--- config.mk ---
export PLATFORM = sky130hd
export DESIGN_NAME = qoa_cmd_sequencer
export DESIGN_NICKNAME = d
export VERILOG_FILES = /design/src/rtl/qoa_pkg.sv /design/src/rtl/qoa_byte_assembler.sv /design/src/rtl/qoa_cmd_sequencer.sv
export SDC_FILE = /design/constraint.sdc
export NUM_CORES = 1
export LEC_CHECK = 0
export ABC_AREA = 1
export CAP_MARGIN = 10
export CORE_MARGIN = 2
export CORE_UTILIZATION = 40
export DETAILED_ROUTE_END_ITERATION = 10
export GPL_TIMING_DRIVEN = 0
export PLACE_DENSITY_LB_ADDON = 0.12
export SLEW_MARGIN = 20
export SYNTH_ARGS = -nofsm -noshare
export SYNTH_HDL_FRONTEND = slang
export SYNTH_SLANG_ARGS = --single-unit
--- constraint.sdc ---
create_clock -name sclk -period 2.7 [get_ports sclk]
set_clock_uncertainty 0.2 [all_clocks]
set_input_delay 0.81 -clock sclk [delete_from_list [all_inputs] [get_ports sclk]]
set_output_delay 0.81 -clock sclk [all_outputs]
set_load 0.01 [all_outputs]
--- src/rtl/qoa_pkg.sv ---
// qoa_pkg -- shared constants and types for the QOA SPI command sequencer.
//   Geometry : LMS_TAPS, SLICE_BYTES, SLICE_SAMPS and the derived counter widths.
//   Opcodes  : OP_HIST, OP_WGT, OP_SLICE, OP_READ, OP_STATUS.
//   STATUS_IDX is the sample index the decoder maps to its status word.
//   state_t  : sequencer FSM states.
package qoa_pkg;

  localparam int LMS_TAPS    = 4;
  localparam int SLICE_BYTES = 8;
  localparam int SLICE_SAMPS = 20;

  // The byte counter must cover the longer of the two payload kinds.
  localparam int CNT_MAX = (2 * LMS_TAPS > SLICE_BYTES) ? 2 * LMS_TAPS : SLICE_BYTES;
  localparam int CNT_W   = $clog2(CNT_MAX) + 1;
  localparam int IDX_W   = $clog2(LMS_TAPS);
  localparam int SLICE_W = 8 * SLICE_BYTES;

  localparam logic [7:0] OP_HIST   = 8'h01;
  localparam logic [7:0] OP_WGT    = 8'h02;
  localparam logic [7:0] OP_SLICE  = 8'h03;
  localparam logic [7:0] OP_READ   = 8'h04;
  localparam logic [7:0] OP_STATUS = 8'h0F;

  localparam logic [4:0] STATUS_IDX = 5'h1F;

  typedef enum logic [2:0] {
    S_IDLE,
    S_LMS,
    S_SLICE,
    S_WAIT,
    S_READ,
    S_STATUS,
    S_ERR
  } state_t;

endpackage

--- src/rtl/qoa_byte_assembler.sv ---
// qoa_byte_assembler -- collects payload bytes into a big-endian word.
//   sclk, rst_n : clock, synchronous active-low reset
//   clr         : restart the byte count (held while no payload is expected)
//   byte_valid  : byte_in is a payload byte this cycle
//   byte_in     : payload byte
//   limit       : number of bytes that completes the current word
//   word        : assembled word including byte_in, first byte in the MSBs
//   pair_idx    : index of the byte pair the current byte belongs to
//   pair_done   : byte_in is the second byte of a pair
//   word_done   : byte_in is the last byte of the word
module qoa_byte_assembler #(
  parameter int WORD_BYTES = 8,
  parameter int CNT_W      = 4,
  parameter int IDX_W      = 2
) (
  input  logic                    sclk,
  input  logic                    rst_n,
  input  logic                    clr,
  input  logic                    byte_valid,
  input  logic [7:0]              byte_in,
  input  logic [CNT_W-1:0]        limit,
  output logic [8*WORD_BYTES-1:0] word,
  output logic [IDX_W-1:0]        pair_idx,
  output logic                    pair_done,
  output logic                    word_done
);

  // Only the bytes that can still be shifted up are stored; the newest byte
  // is appended combinationally so consumers see the full word on the
  // completing cycle.
  logic [8*WORD_BYTES-9:0] shreg;
  logic [CNT_W-1:0]        cnt;

  assign word      = {shreg, byte_in};
  assign pair_done = byte_valid && cnt[0];
  assign word_done = byte_valid && (cnt == limit - CNT_W'(1));
  assign pair_idx  = cnt[IDX_W:1];

  // NOTE: sequential state uses non-blocking assignments so every register
  // samples pre-edge values regardless of statement order.
  always_ff @(posedge sclk) begin
    if (!rst_n) begin
      shreg <= '0;
      cnt   <= '0;
    end else if (clr) begin
      cnt <= '0;
    end else if (byte_valid) begin
      shreg <= word[8*WORD_BYTES-9:0];
      cnt   <= word_done ? '0 : cnt + CNT_W'(1);
    end
  end

endmodule

--- src/rtl/qoa_cmd_sequencer.sv ---
// qoa_cmd_sequencer -- SPI-domain command parser feeding the QOA decoder.
//   sclk, rst_n      : SPI clock, synchronous active-low reset
//   cs_n             : chip select, high = deselected; aborts partial commands
//   rx_valid,rx_byte : one-cycle strobe with a received byte
//   lms_we/sel/idx/data : LMS history (sel=0) / weight (sel=1) entry writes
//   slice_req/data, slice_ack : 64-bit slice handoff, held until acknowledged
//   samp_idx, tx_load : sample selection and TX shifter reload strobe
//   err              : sticky protocol error, cleared while cs_n is high
// Build option: QOA_SEQ_STATUS_EN enables opcode 0x0F (STATUS), which loads
// the TX shifter with samp_idx forced to STATUS_IDX for one cycle.
module qoa_cmd_sequencer
  import qoa_pkg::*;
(
  input  logic        sclk,
  input  logic        rst_n,
  input  logic        cs_n,
  input  logic        rx_valid,
  input  logic [7:0]  rx_byte,
  output logic        lms_we,
  output logic        lms_sel,
  output logic [1:0]  lms_idx,
  output logic [15:0] lms_data,
  output logic        slice_req,
  output logic [63:0] slice_data,
  input  logic        slice_ack,
  output logic [4:0]  samp_idx,
  output logic        tx_load,
  output logic        err
);

  state_t state, state_nxt;

  logic             byte_ok;
  logic             in_payload;
  logic             pend_err;   // opcode seen while waiting for slice_ack
  logic [4:0]       samp_q;
  logic [CNT_W-1:0] asm_limit;
  logic [SLICE_W-1:0] asm_word;
  logic [IDX_W-1:0] asm_pair_idx;
  logic             asm_pair_done;
  logic             asm_word_done;

  // A byte that arrives together with cs_n high is dropped.
  assign byte_ok    = rx_valid && !cs_n;
  assign in_payload = (state == S_LMS) || (state == S_SLICE);
  assign asm_limit  = (state == S_LMS) ? CNT_W'(2 * LMS_TAPS) : CNT_W'(SLICE_BYTES);

  qoa_byte_assembler #(
    .WORD_BYTES (SLICE_BYTES),
    .CNT_W      (CNT_W),
    .IDX_W      (IDX_W)
  ) u_asm (
    .sclk       (sclk),
    .rst_n      (rst_n),
    .clr        (!in_payload),
    .byte_valid (byte_ok && in_payload),
    .byte_in    (rx_byte),
    .limit      (asm_limit),
    .word       (asm_word),
    .pair_idx   (asm_pair_idx),
    .pair_done  (asm_pair_done),
    .word_done  (asm_word_done)
  );

  always_ff @(posedge sclk) begin
    if (!rst_n) state <= S_IDLE;
    else        state <= state_nxt;
  end

  // NOTE: every signal written here gets a default first, so no path can
  // leave one unassigned and infer a latch.
  always_comb begin
    state_nxt = state;
    tx_load   = (state == S_READ) || (state == S_STATUS);
    slice_req = (state == S_WAIT);
    samp_idx  = samp_q;
`ifdef QOA_SEQ_STATUS_EN
    if (state == S_STATUS) samp_idx = STATUS_IDX;
`endif
    unique case (state)
      S_IDLE: begin
        if (byte_ok) begin
          case (rx_byte)
            OP_HIST, OP_WGT: state_nxt = S_LMS;
            OP_SLICE:        state_nxt = S_SLICE;
            OP_READ:         state_nxt = S_READ;
`ifdef QOA_SEQ_STATUS_EN
            OP_STATUS:       state_nxt = S_STATUS;
`endif
            default:         state_nxt = S_ERR;
          endcase
        end
      end
      S_LMS:   if (cs_n || asm_word_done) state_nxt = S_IDLE;
      S_SLICE: begin
        if (cs_n)               state_nxt = S_IDLE;
        else if (asm_word_done) state_nxt = S_WAIT;
      end
      // cs_n does not abort a slice handoff; the decoder still gets it.
      S_WAIT:  if (slice_ack) state_nxt = (pend_err || byte_ok) ? S_ERR : S_IDLE;
      S_ERR:   if (cs_n) state_nxt = S_IDLE;
      default: state_nxt = S_IDLE;  // READ / STATUS last one cycle
    endcase
  end

  always_ff @(posedge sclk) begin
    if (!rst_n) begin
      lms_we     <= 1'b0;
      lms_sel    <= 1'b0;
      lms_idx    <= '0;
      lms_data   <= '0;
      slice_data <= '0;
      samp_q     <= '0;
      err        <= 1'b0;
      pend_err   <= 1'b0;
    end else begin
      lms_we <= 1'b0;

      if (state == S_IDLE && byte_ok && (rx_byte == OP_HIST || rx_byte == OP_WGT))
        lms_sel <= (rx_byte == OP_WGT);

      if (state == S_LMS && asm_pair_done) begin
        lms_we   <= 1'b1;
        lms_idx  <= asm_pair_idx;
        lms_data <= asm_word[15:0];
      end

      if (state == S_SLICE && asm_word_done) slice_data <= asm_word;

      if (state == S_READ)
        samp_q <= (samp_q == 5'(SLICE_SAMPS - 1)) ? '0 : samp_q + 5'd1;
      else if (state == S_WAIT && slice_ack)
        samp_q <= '0;

      if (cs_n)
        err <= 1'b0;
      else if (state_nxt == S_ERR || (state == S_WAIT && byte_ok))
        err <= 1'b1;

      if (state != S_WAIT || cs_n) pend_err <= 1'b0;
      else if (byte_ok)            pend_err <= 1'b1;
    end
  end

endmodule

==> flow_summary.json <==
{
  "status": "completed",
  "dieArea_mm2": 0.0153,
  "vias": 5114,
  "tns_ns": 0,
  "routedWlPerCell_um": 13.7,
  "hold_violations": 0,
  "finalCritPeriodShare": 0.963,
  "cts-hold-fix-buffers": 0,
  "vias_per_cell": 4.90,
  "hold_path_depth": 2,
  "layout_common_cells": "152 x dfxtp_1, 136 x nor2_1, 103 x o21ai_0, 103 x clkdlybuf4s50_1, 97 x a21oi_1",
  "cts_sinks": 154,
  "reg2reg_to": "slice_data[33]$_SDFFE_PN0P_",
  "slew_headroom": 0.657,
  "path_clk_slew_ns": 0.06,
  "finalPower_w": 0.00500,
  "first_pass_iters": 6,
  "coreArea_mm2": 0.0139,
  "clock_path_buffers": 2,
  "dp_slack_ns": -0.0450,
  "grt_pass1_wl_um": 23100,
  "setup_viol_count_final": 0,
  "cp.required_ns": 1.69,
  "synth_nets": 745,
  "antenna_found_initial": 0,
  "vdd_drop_max_mv": 0.347,
  "final_area_mm2": 0.00763,
  "remaining_drc_errors": 0,
  "boundaryPins": 105,
  "routed_wl_um": 14300,
  "numCtsBuffers": 17,
  "p_per_area_mw_per_mm2": 655,
  "drv_slew": 0,
  "min_period_ns": 2.60,
  "tightest_slew_ns": 0.515,
  "ys_seq_area_frac": 0.537,
  "netlist_area_mm2": 0.00574,
  "final_common_cell": "dfxtp_1",
  "h-tree-depth": 4,
  "ys_ff_latch": 154,
  "yosys.cell_types.count": 29,
  "synth_warnings": 0,
  "syn_avg_cell_area_um2": 7.87,
  "start_util": 0.412,
  "final_cells": 1043,
  "hold_class": "flop to flop",
  "groute.usage.overall": 0.196,
  "rsz0062_at_grt": "no",
  "area_delta_synth_final_pct": 32.9,
  "place.port_buffers": 103,
  "tritoncts": "done",
  "rr_worst_depth": 8,
  "rr_startpoint": "u_asm.cnt[0]$_SDFFE_PN0P_",
  "grt_pass1_vias": 4843,
  "crit_path_end_kind": "primary output",
  "ant_nets": 0,
  "synthCells": 730,
  "fmax_ghz": 0.384,
  "min_from": "slice_data[48]$_SDFFE_PN0P_",
  "gr-total-overflow": 0,
  "dp_cells": 1013,
  "insertion_delay_ns": 0.43,
  "postPlaceCellArea_mm2": 0.00700,
  "fp.dieH_um": 124,
  "cp_max_fo": 7,
  "finalWorstSetupSlack_ns": 0.0988,
  "grt_start_max_net_pins": 17,
  "drive_above_1_share": 0.0811,
  "ctsRootBufferMaster": "clkbuf_16",
  "arrival_ns": 1.59,
  "cap_violations": 0,
  "crit_type": "flop to primary output",
  "antenna_cells": 0,
  "hold_end": "slice_data[48]$_SDFFE_PN0P_",
  "rows": 43,
  "place_hpwl_um": 10400,
  "gp_congestion": 0.816,
  "drt-initial-drc-count": 303,
  "cp-start-kind": "flop",
  "fp.dieW_um": 124,
  "nNetsFinal": 867,
  "cellLeakagePower_nw": 2.82,
  "rrSetupSlack_ns": 0.67
}
how the worst max path moves through the flow:
stage,start,depth (start not counted),to
global route,state[1]$_SDFF_PN0_,3,slice_req
floorplan,cs_n,8,slice_data[17]$_SDFFE_PN0P_
finish,state[2]$_SDFF_PN0_,3,tx_load
detailed placement,cs_n,9,slice_data[33]$_SDFFE_PN0P_
CTS,state[1]$_SDFF_PN0_,3,slice_req
global placement,cs_n,8,u_asm.shreg[24]$_SDFFE_PN0P_
critical path, stage by stage (launching register included):
cell and delay [ns]:
dfxtp_1 0.41, inv_2 0.10, nor2_1 0.12, clkdlybuf4s50_1 0.55
report_power, final:
part	switching [W]	leakage (nW)	internal, W
clock	0.000902	0.307	0.00159
sequential	0.0000229	1.24	0.00230
combinational	0.000123	1.27	0.0000675
total	0.00105	2.82	0.00395
area by class of cell:
type | count | area [µm²]
clock buffers | 23 | 508
plain buffers | 44 | 274
flip-flops and latches | 154 | 3090
multi-input cells | 448 | 2080
well taps | 180 | 225
fillers | 1310 | 6300
repair buffers | 103 | 1030
inverters | 84 | 318
clock inverters | 7 | 113
per-layer routing:
metal / part of all wire / global-route usage / up-vias
met5: 0 / 0 / -
met4: 0.022 / 0.0923 / 0
met3: 0.052 / 0.0513 / 30
met2: 0.45 / 0.305 / 171
met1: 0.48 / 0.254 / 2318
li1: - / - / 2595
synthesized netlist by cell type (all sizes together):
cell type | instances | share of area
xnor2 | 2 | 0.0031
xor2 | 1 | 0.0015
o21a | 1 | 0.0013
a31o | 1 | 0.0015
ha | 2 | 0.0044
nand4 | 6 | 0.0092
nor2 | 137 | 0.090
nand3 | 13 | 0.012
a21oi | 97 | 0.085
clkinv | 1 | 0.00065
inv | 83 | 0.055
nand2 | 59 | 0.039
clkbuf | 21 | 0.015
a31oi | 1 | 0.0011
buf | 23 | 0.033
dfxtp | 154 | 0.54
nand3b | 1 | 0.0013
o21ai | 126 | 0.11
a211oi | 1 | 0.0013
flip-flops by register name (all words and copies together) (netlist names):
register,cells
lms_sel,1
lms_idx,2
pend_err,1
lms_data,16
state,3
err,1
samp_idx,5
lms_we,1
u_asm.shreg,56
slice_data,64
u_asm.cnt,4
logic make-up after synthesis:
family	Yosys count	share of synthesized area
xor+xnor	3	0.00458
simple gates	216	0.152
buf+inv	128	0.103
flops	154	0.537
fa+ha+maj	2	0.00436
compound gates	227	0.200
timing repair:
action,4_1_cts,5_1_grt
gates resized for setup,1,3
buffers inserted,0,0
endpoints found under the hold margin,0,0
setup endpoints to repair,1,1
through the flow:
stage               hold WS (ns)  utilization
CTS                        0.247        0.547
global placement           0.234        0.502
detailed placement         0.237        0.502
floorplan                  0.250            -
finish                     0.245        0.548
global route               0.262        0.548
(Power assumes the default switching activity.)
